[src/rtl/rgb_capture.sv]
// rgb_capture: samples a parallel RGB565 LCD bus in the clk domain,
// recovers pixel coordinates and checks line/frame geometry.
module rgb_capture #(
    parameter int H_ACTIVE        = 480,
    parameter int V_ACTIVE        = 272,
    parameter bit SYNC_ACTIVE_LOW = 1'b1
) (
    input  logic        clk,
    input  logic        reset,
    input  logic        pclk,
    input  logic        hsync,
    input  logic        vsync,
    input  logic        de,
    input  logic [15:0] color,
    output logic        pixel_valid,
    output logic [8:0]  pixel_x,
    output logic [8:0]  pixel_y,
    output logic [15:0] pixel_color,
    output logic        frame_start,
    output logic        frame_done,
    output logic        line_err,
    output logic        frame_err,
    output logic [15:0] frame_count
);

    typedef enum logic {
        SYNC_WAIT = 1'b0,
        FRAME     = 1'b1
    } state_t;

    localparam logic [8:0] H_LIM = 9'(H_ACTIVE);
    localparam logic [8:0] V_LIM = 9'(V_ACTIVE);
    localparam logic [8:0] C_MAX = 9'h1FF;

    state_t      state_q, state_d;
    logic        pclk_q, pclk_d;
    logic        vs_prev_q, vs_prev_d;
    logic        de_prev_q, de_prev_d;
    logic        hs_q, hs_d;
    logic [8:0]  x_q, x_d;
    logic [8:0]  y_q, y_d;
    logic        pixel_valid_q, pixel_valid_d;
    logic [8:0]  pixel_x_q, pixel_x_d;
    logic [8:0]  pixel_y_q, pixel_y_d;
    logic [15:0] pixel_color_q, pixel_color_d;
    logic        frame_start_q, frame_start_d;
    logic        frame_done_q, frame_done_d;
    logic        line_err_q, line_err_d;
    logic        frame_err_q, frame_err_d;
    logic [15:0] frame_count_q, frame_count_d;

    logic strobe;
    logic vs_n;
    logic hs_n;
    logic vs_lead;
    logic de_fall;

    function automatic logic [8:0] sat_inc(input logic [8:0] v);
        return (v == C_MAX) ? v : v + 9'd1;
    endfunction

    // Syncs are normalised to active-high before any edge detection.
    assign strobe  = pclk & ~pclk_q;
    assign vs_n    = SYNC_ACTIVE_LOW ? ~vsync : vsync;
    assign hs_n    = SYNC_ACTIVE_LOW ? ~hsync : hsync;
    assign vs_lead = vs_n & ~vs_prev_q;
    assign de_fall = ~de & de_prev_q;

    always_ff @(posedge clk) begin
        if (reset) begin
            state_q <= SYNC_WAIT;
        end else begin
            state_q <= state_d;
        end
    end

    always_comb begin
        state_d = state_q;
        unique case (state_q)
            SYNC_WAIT: if (strobe && vs_lead) state_d = FRAME;
            FRAME:     state_d = FRAME;
        endcase
    end

    always_comb begin
        pclk_d        = pclk;
        vs_prev_d     = strobe ? vs_n : vs_prev_q;
        de_prev_d     = strobe ? de : de_prev_q;
        hs_d          = strobe ? hs_n : hs_q;
        x_d           = x_q;
        y_d           = y_q;
        pixel_valid_d = 1'b0;
        pixel_x_d     = pixel_x_q;
        pixel_y_d     = pixel_y_q;
        pixel_color_d = pixel_color_q;
        frame_start_d = 1'b0;
        frame_done_d  = 1'b0;
        line_err_d    = 1'b0;
        frame_err_d   = 1'b0;
        frame_count_d = frame_count_q;
        if (strobe) begin
            unique case (state_q)
                SYNC_WAIT: begin
                    if (vs_lead) begin
                        frame_start_d = 1'b1;
                        x_d           = 9'd0;
                        y_d           = 9'd0;
                    end
                end
                FRAME: begin
                    if (de_fall) begin
                        line_err_d = (x_q != H_LIM);
                        y_d        = sat_inc(y_q);
                        x_d        = 9'd0;
                    end
                    // y_d already includes a line closed on this sample.
                    if (vs_lead) begin
                        frame_done_d  = 1'b1;
                        frame_count_d = frame_count_q + 16'd1;
                        frame_err_d   = (y_d != V_LIM);
                        frame_start_d = 1'b1;
                        x_d           = 9'd0;
                        y_d           = 9'd0;
                    end
                    if (de) begin
                        if (x_d < H_LIM && y_d < V_LIM) begin
                            pixel_valid_d = 1'b1;
                            pixel_x_d     = x_d;
                            pixel_y_d     = y_d;
                            pixel_color_d = color;
                        end
                        x_d = sat_inc(x_d);
                    end
                end
            endcase
        end
    end

    always_ff @(posedge clk) begin
        if (reset) begin
            pclk_q        <= 1'b1;
            vs_prev_q     <= 1'b0;
            de_prev_q     <= 1'b0;
            hs_q          <= 1'b0;
            x_q           <= 9'd0;
            y_q           <= 9'd0;
            pixel_valid_q <= 1'b0;
            pixel_x_q     <= 9'd0;
            pixel_y_q     <= 9'd0;
            pixel_color_q <= 16'd0;
            frame_start_q <= 1'b0;
            frame_done_q  <= 1'b0;
            line_err_q    <= 1'b0;
            frame_err_q   <= 1'b0;
            frame_count_q <= 16'd0;
        end else begin
            pclk_q        <= pclk_d;
            vs_prev_q     <= vs_prev_d;
            de_prev_q     <= de_prev_d;
            hs_q          <= hs_d;
            x_q           <= x_d;
            y_q           <= y_d;
            pixel_valid_q <= pixel_valid_d;
            pixel_x_q     <= pixel_x_d;
            pixel_y_q     <= pixel_y_d;
            pixel_color_q <= pixel_color_d;
            frame_start_q <= frame_start_d;
            frame_done_q  <= frame_done_d;
            line_err_q    <= line_err_d;
            frame_err_q   <= frame_err_d;
            frame_count_q <= frame_count_d;
        end
    end

    assign pixel_valid = pixel_valid_q;
    assign pixel_x     = pixel_x_q;
    assign pixel_y     = pixel_y_q;
    assign pixel_color = pixel_color_q;
    assign frame_start = frame_start_q;
    assign frame_done  = frame_done_q;
    assign line_err    = line_err_q;
    assign frame_err   = frame_err_q;
    assign frame_count = frame_count_q;

endmodule

[config.mk]
export PLATFORM = sky130hd
export DESIGN_NAME = rgb_capture
export DESIGN_NICKNAME = d
export VERILOG_FILES = /design/src/rtl/rgb_capture.sv
export SDC_FILE = /design/constraint.sdc
export NUM_CORES = 1
export LEC_CHECK = 0
export ABC_AREA = 1
export BUFFER_PORTS_ARGS = -buffer_cell sky130_fd_sc_hd__buf_4
export CAP_MARGIN = 40
export CORE_MARGIN = 2
export CORE_UTILIZATION = 59
export DETAILED_ROUTE_END_ITERATION = 16
export PLACE_DENSITY = 0.95
export SLEW_MARGIN = 20
export SYNTH_ARGS = -nofsm -noshare
export SYNTH_HDL_FRONTEND = slang
export SYNTH_SLANG_ARGS = --single-unit
[constraint.sdc]
create_clock -name clk -period 3.5 [get_ports clk]
set_input_delay 0.35 -clock clk [delete_from_list [all_inputs] [get_ports clk]]
set_output_delay 0.35 -clock clk [all_outputs]
set_load 0.02 [all_outputs]
==> results of run 1 <==
==> cells in the mapped netlist (all sizes together), types with 2 or more instances <==
library cell / n
nand2: 157
nor2: 108
dfxtp: 77
inv: 68
a21oi: 40
nand3: 38
buf: 14
nand4: 14
o21ai: 12
xor2: 10
clkbuf: 8
nor3: 4
ha: 3
nand3b: 3
nor3b: 3
nor4: 2
o21a: 2
==> layout by cell type (no fill, tap or decap), drive strengths merged, types with 2 or more instances in the layout <==
master    instances
nand2           157
xor2             10
nand3b            3
nand3            38
o21a              2
clkinvlp          2
nor4              2
nor3b             3
nor3              4
buf              78
nor2            108
a21oi            40
clkinv            2
nand4            14
dfxtp            77
o21ai            12
bufinv            2
clkbuf           11
inv              68
ha                3
==> sequential cells by signal, indices dropped and copies added (netlist names) <==
register / cells
de_prev_q: 1
frame_count: 16
frame_done: 1
frame_err: 1
frame_start: 1
line_err: 1
pclk_q: 1
pixel_color: 16
pixel_valid: 1
pixel_x: 9
pixel_y: 9
state_q: 1
vs_prev_q: 1
x_q: 9
y_q: 9
==> worst max-delay path by stage <==
stage / start / end / slack [ps] / cells after the start
2_1_floorplan: de / x_q[1] / 1520 / 13
3_3_place_gp: de / x_q[0] / 1080 / 13
3_5_place_dp: de / pixel_color[0] / 1020 / 14
4_1_cts: y_q[1] / pixel_color[0] / 1010 / 15
5_1_grt: y_q[1] / pixel_x[8] / 650 / 15
6_report: y_q[1] / pixel_color[0] / 970 / 15
==> layout make-up <==
type | count | area [sq um]
clock buffers | 11 | 141.4
multi-input cells | 401 | 1876
fillers | 499 | 1730
clock inverters | 5 | 83.83
flip-flops and latches | 77 | 1541
inverters | 69 | 259.0
well taps | 77 | 96.34
repair buffers | 78 | 585.6
==> worst max-delay path: cells and delay by family (launching register included) <==
kind,cells,cell delay [ps]
AND/OR/NAND/NOR,13,1260
buffers and inverters,1,480
flip-flops,1,400
adder cells (fa/ha/maj),1,270
==> layer usage <==
metal,share of wire,track usage
met5,0,0
met4,0.026,0.1169
met3,0.072,0.05506
met2,0.48,0.4395
met1,0.43,0.3292
==> logic make-up (layout without fill, tap and decap cells) <==
| logic type | after synthesis | in the layout |
|---|---|---|
| flops | 77 | 77 |
| xor+xnor | 11 | 11 |
| buf+inv | 91 | 163 |
| compound gates | 57 | 57 |
| simple gates | 330 | 330 |
| fa+ha+maj | 3 | 3 |
==> where the power goes <==
group	switching, uW	internal, uW
clock network	333	422
registers	4.40	881
logic	60.2	36.2
total	397	1340
==> metrics by stage <==
step                      setup WS, ps  utilization
after floorplan                   1521            -
final                            969.3       0.7259
after detailed placement          1023       0.6903
after global placement            1080       0.6903
after CTS                         1015       0.7259
after global routing             648.4       0.7259
==> flow_summary.toml, run 1 <==
[clocking]
clkTransAtPathRegs_ps = 80
h-tree-depth = 3
clockRootBuffer = "clkbuf_8"
clockBufferDepth = 2
ctsHoldBuffers = 0
insertion_delay_ps = 350
post-cts-setup-buffers = 0
tritoncts = "yes"
numCtsBuffers = 9
cts.sinks = 77
cts-resized-gates = 0

[global_routing]
grt_pass1_wl_um = 15480
grt_pass1_vias = 3530
grt_start_max_net_pins = 66
antenna_found_initial = 0
grt_overflow = 0
grt_use_total = 0.2637

[yosys]
syn-cell-area_sq_um = 3824
synthFlopType = "dfxtp_1"
muxShareOfSynthArea = 0
synth-xor-area-share = 0.02520
synth_cell_type_count = 32
synth_top_cell_by_area = "dfxtp_1"
yosys.area.top_type_share = 0.4031
ys_seq_area_frac = 0.4031
synthTopCellsByArea = "dfxtp_1 (40%), nand2_1 (15%), nor2_1 (9.6%)"
synthArstFlopShare = 0
synth_top_family_by_area = "simple AND/OR/NAND/NOR gates"
synth_cells = 569
syn_avg_cell_area_sq_um = 6.720
synthAdderAreaFrac = 0.009817
ys_warn_count = 0
synth_edf_count = 0
synth_compound_area_frac = 0.08213
synth-seq-cells = 77
syn_nets = 594
synth_simple_gate_area_frac = 0.3734

[floorplanning]
pin_count = 77
dieArea_sq_um = 7141
core_area_sq_um = 6314
num_rows = 29
die_w_um = 84.51
start_util = 0.6056
fp.dieH_um = 84.51

[critical_path]
r2r_slack_ps = 970
crit_type = "reg -> reg"
r2r_start = "y_q[1]"
crit_top_cell = "nand2_1"
end_kind = "flop"
worstPathRequired_ps = 3750
worst_setup_path_start_kind = "flop"
reg2reg_depth = 15
critPathArrivalTime_ps = 2780
critPathMaxFanout = 65
cp_slowest_cell = "buf_4"
crit_chain = "ha_1 > nand3_1 > nor2_1 > nand2_1 > nand2_1 > nand2_1 > nand2_2 > nand2_1 > nor2_2 > nand2_2 > nand2_2 > buf_4 > nand2_1 > nand2_1 > nor2_1"
max_stage_delay_ps = 480
rr_endpoint = "pixel_color[0]"

[flow_run]
maxCapViolations = 0

[routing]
drc = 0
ant_nets = 0
routed_wl_um = 9295
viasPerCell = 5.301
first_pass_iters = 5
vias = 3806
wl_per_cell_um = 12.95
drt_iter0_drc = 329

[timing]
finalCritPeriodShare = 0.7231
whs_ps = 205.7
fin_tns_setup_ps = 0
skew_ps = 9.011
max_freq_mhz = 395.2
finalMaxSlewViolations = 0
min_period_ps = 2531
tightestPinTransition_ps = 771.6
final-hold-violation-count = 0
setup_viol = 0
grt_setup_unrepaired = "false"
slew_headroom = 0.4851

[worst_hold_path]
worstHoldStart = "pclk"
whs_endpoint = "pclk_q"
min_path_type = "in -> reg"
hold_depth = 3

[final_layout]
final_cells = 718
drive_gt1_frac = 0.1778
diodes = 0
area_delta_synth_final_pct = 19.86
nets = 661
final_area_sq_um = 4583

[placed_design]
port_buffers = 75
place_area_sq_um = 4358
dpl.cell_count = 702
hpwl_um = 6403
routabilityCongestion = 0.9365

[power_and_ir_drop]
ir_drop_mv = 0.2342
powerDensity_nw_per_um2 = 378.9
power.leakage_uw = 0.002024
total_power_uw = 1737

[run_status]
status = "finished, final reports clean"
(Power assumes the default switching activity.)
==> inputs of run 2 (changes only) <==
CORE_UTILIZATION = 50   (was 59)
PLACE_DENSITY = 0.89   (was 0.95)
clock period = 2.3 ns   (was 3.5 ns; I/O delays follow)
==> run 2 against run 1 <==
Compared with the run above:
- via count rose by 1.3%
- utilization fell by 8.0 points
- clock power up 47%
- register-to-register slack got worse by 790 ps
- sequential power is 53% higher
- sequential share of layout area down 1.0 points
- flip-flop and latch count did not move
- count of clock-buffer cells in the layout is the same
- critical path type unchanged
- largest power group unchanged
==> flow_summary.toml, run 2 (synthesis results as in run 1) <==
[run_status]
status = "finished, final reports clean"

[final_layout]
layout_commonest_cell = "nand2_1"
multi_input_comb_area_sq_um = 1896
area_delta_synth_final_pct = 23.89
mostFrequentLayoutCells = "nand2_1 (152), nor2_1 (98), buf_4 (87)"
fill_cells = 667
nets = 672
drive_gt1_frac = 0.1994
diodes = 0
final_cells = 751
seq_area_sq_um = 1545

[timing]
fin_tns_setup_ps = 0
finalMaxSlewViolations = 0
max_freq_mhz = 471.8
grt_setup_unrepaired = "false"
tightestPinTransition_ps = 357.9
skew_ps = 7.798
finalCritPeriodShare = 0.9215
min_period_ps = 2119
final-hold-violation-count = 0
setup_viol = 0
fin_ws_ps = 180.6
slew_headroom = 0.7614

[floorplanning]
dieArea_sq_um = 8363
die_w_um = 91.45
core_area_sq_um = 7331
fp.dieH_um = 91.45
pin_count = 77
start_util = 0.5216
num_rows = 31

[global_routing]
grt_overflow = 0
antenna_found_initial = 0
grt_pass1_wl_um = 15120
grt_pass1_vias = 3489
grt_use_total = 0.2175
grt_start_max_net_pins = 55

[clocking]
cts-resized-gates = 0
ctsHoldBuffers = 0
post-cts-setup-buffers = 0
clockBufferDepth = 2
insertion_delay_ps = 350
cts.sinks = 77
tritoncts = "yes"
clkTransAtPathRegs_ps = 80
h-tree-depth = 3
numCtsBuffers = 9
clockRootBuffer = "clkbuf_8"

[placed_design]
routabilityCongestion = 0.9239
port_buffers = 75
dpl.cell_count = 734
hpwl_um = 6537
place_ws_ps = 121.3

[routing]
viasPerCell = 5.132
routed_wl_um = 9410
ant_nets = 0
vias = 3854
wl_per_cell_um = 12.53
first_pass_iters = 7
drt_iter0_drc = 317
drc = 0

[power_and_ir_drop]
powerDensity_nw_per_um2 = 551.3
power.leakage_uw = 0.002075
ir_drop_mv = 0.3369

[critical_path]
critPathArrivalTime_ps = 2340
crit_chain = "nor2_4 > nor3_2 > ha_2 > nand4_1 > nor2_2 > nand3b_2 > nand2_1 > nand2_1 > nand3_1 > a21oi_1"
end_kind = "flop"
worst_setup_path_start_kind = "flop"
crit_type = "reg -> reg"
critPathMaxFanout = 8
crit_top_cell = "nand2_1"
worstPathRequired_ps = 2520
cp_slowest_cell = "dfxtp_1"
max_stage_delay_ps = 430

[flow_run]
maxCapViolations = 0

[worst_hold_path]
min_path_type = "in -> reg"
## run 2: cell types whose count changed in the layout (fill, tap and decap cells not counted), moves of 2 or more
cell	change
buf_4	+9
ha_1	-2
dfxtp_1	-3
dfxtp_2	+3
## run 2: path summary, 6_finish.rpt
| path | startpoint | endpoint | slack (ps) | depth (start not counted) |
|---|---|---|---|---|
| min | pclk | pclk_q | 100 | 3 |
| max reg2reg | vs_prev_q | x_q[0] | 180 | 10 |
| min reg2reg | x_q[6] | x_q[6] | 480 | 2 |
| max | vs_prev_q | x_q[0] | 180 | 10 |
## run 2: cell type report
class / count / area share
Clock buffer: 11 / 0.02773
Timing Repair Buffer: 89 / 0.1474
Tap cell: 99 / 0.02615
Clock inverter: 5 / 0.01770
Sequential cell: 77 / 0.3262
Multi-Input combinational cell: 401 / 0.4002
Inverter: 69 / 0.05468
## run 2: critical path, delay by kind of cell (launching register included)
kind                     cells  cell delay [ps]
AND/OR/NAND/NOR              8             1240
flip-flops                   1              430
AO/OA/AOI/OAI                1               60
adder cells (fa/ha/maj)      1              260
## run 2: layer usage
layer	up-vias	part of all wire	global-route usage
li1	1940	-	-
met1	1701	0.44	0.2715
met2	190	0.47	0.3732
met3	23	0.075	0.03485
met4	0	0.015	0.08586
met5	-	0	0
## run 2: through the flow
step	hold WS, ps	utilization	instance area, sq um	power [uW]
after CTS	96.98	0.6395	4688	2634
after detailed placement	457.0	0.6102	4473	1532
after global placement	455.2	0.6102	4473	1528
final	104.9	0.6462	4737	2611
after global routing	119.1	0.6462	4737	2705
after floorplan	357.9	-	3824	1470
## run 2: power by group
part,internal [uW],switching (uW),total [uW]
combinational,61.5,95.1,157
clock,616,492,1110
sequential,1340,6.71,1350
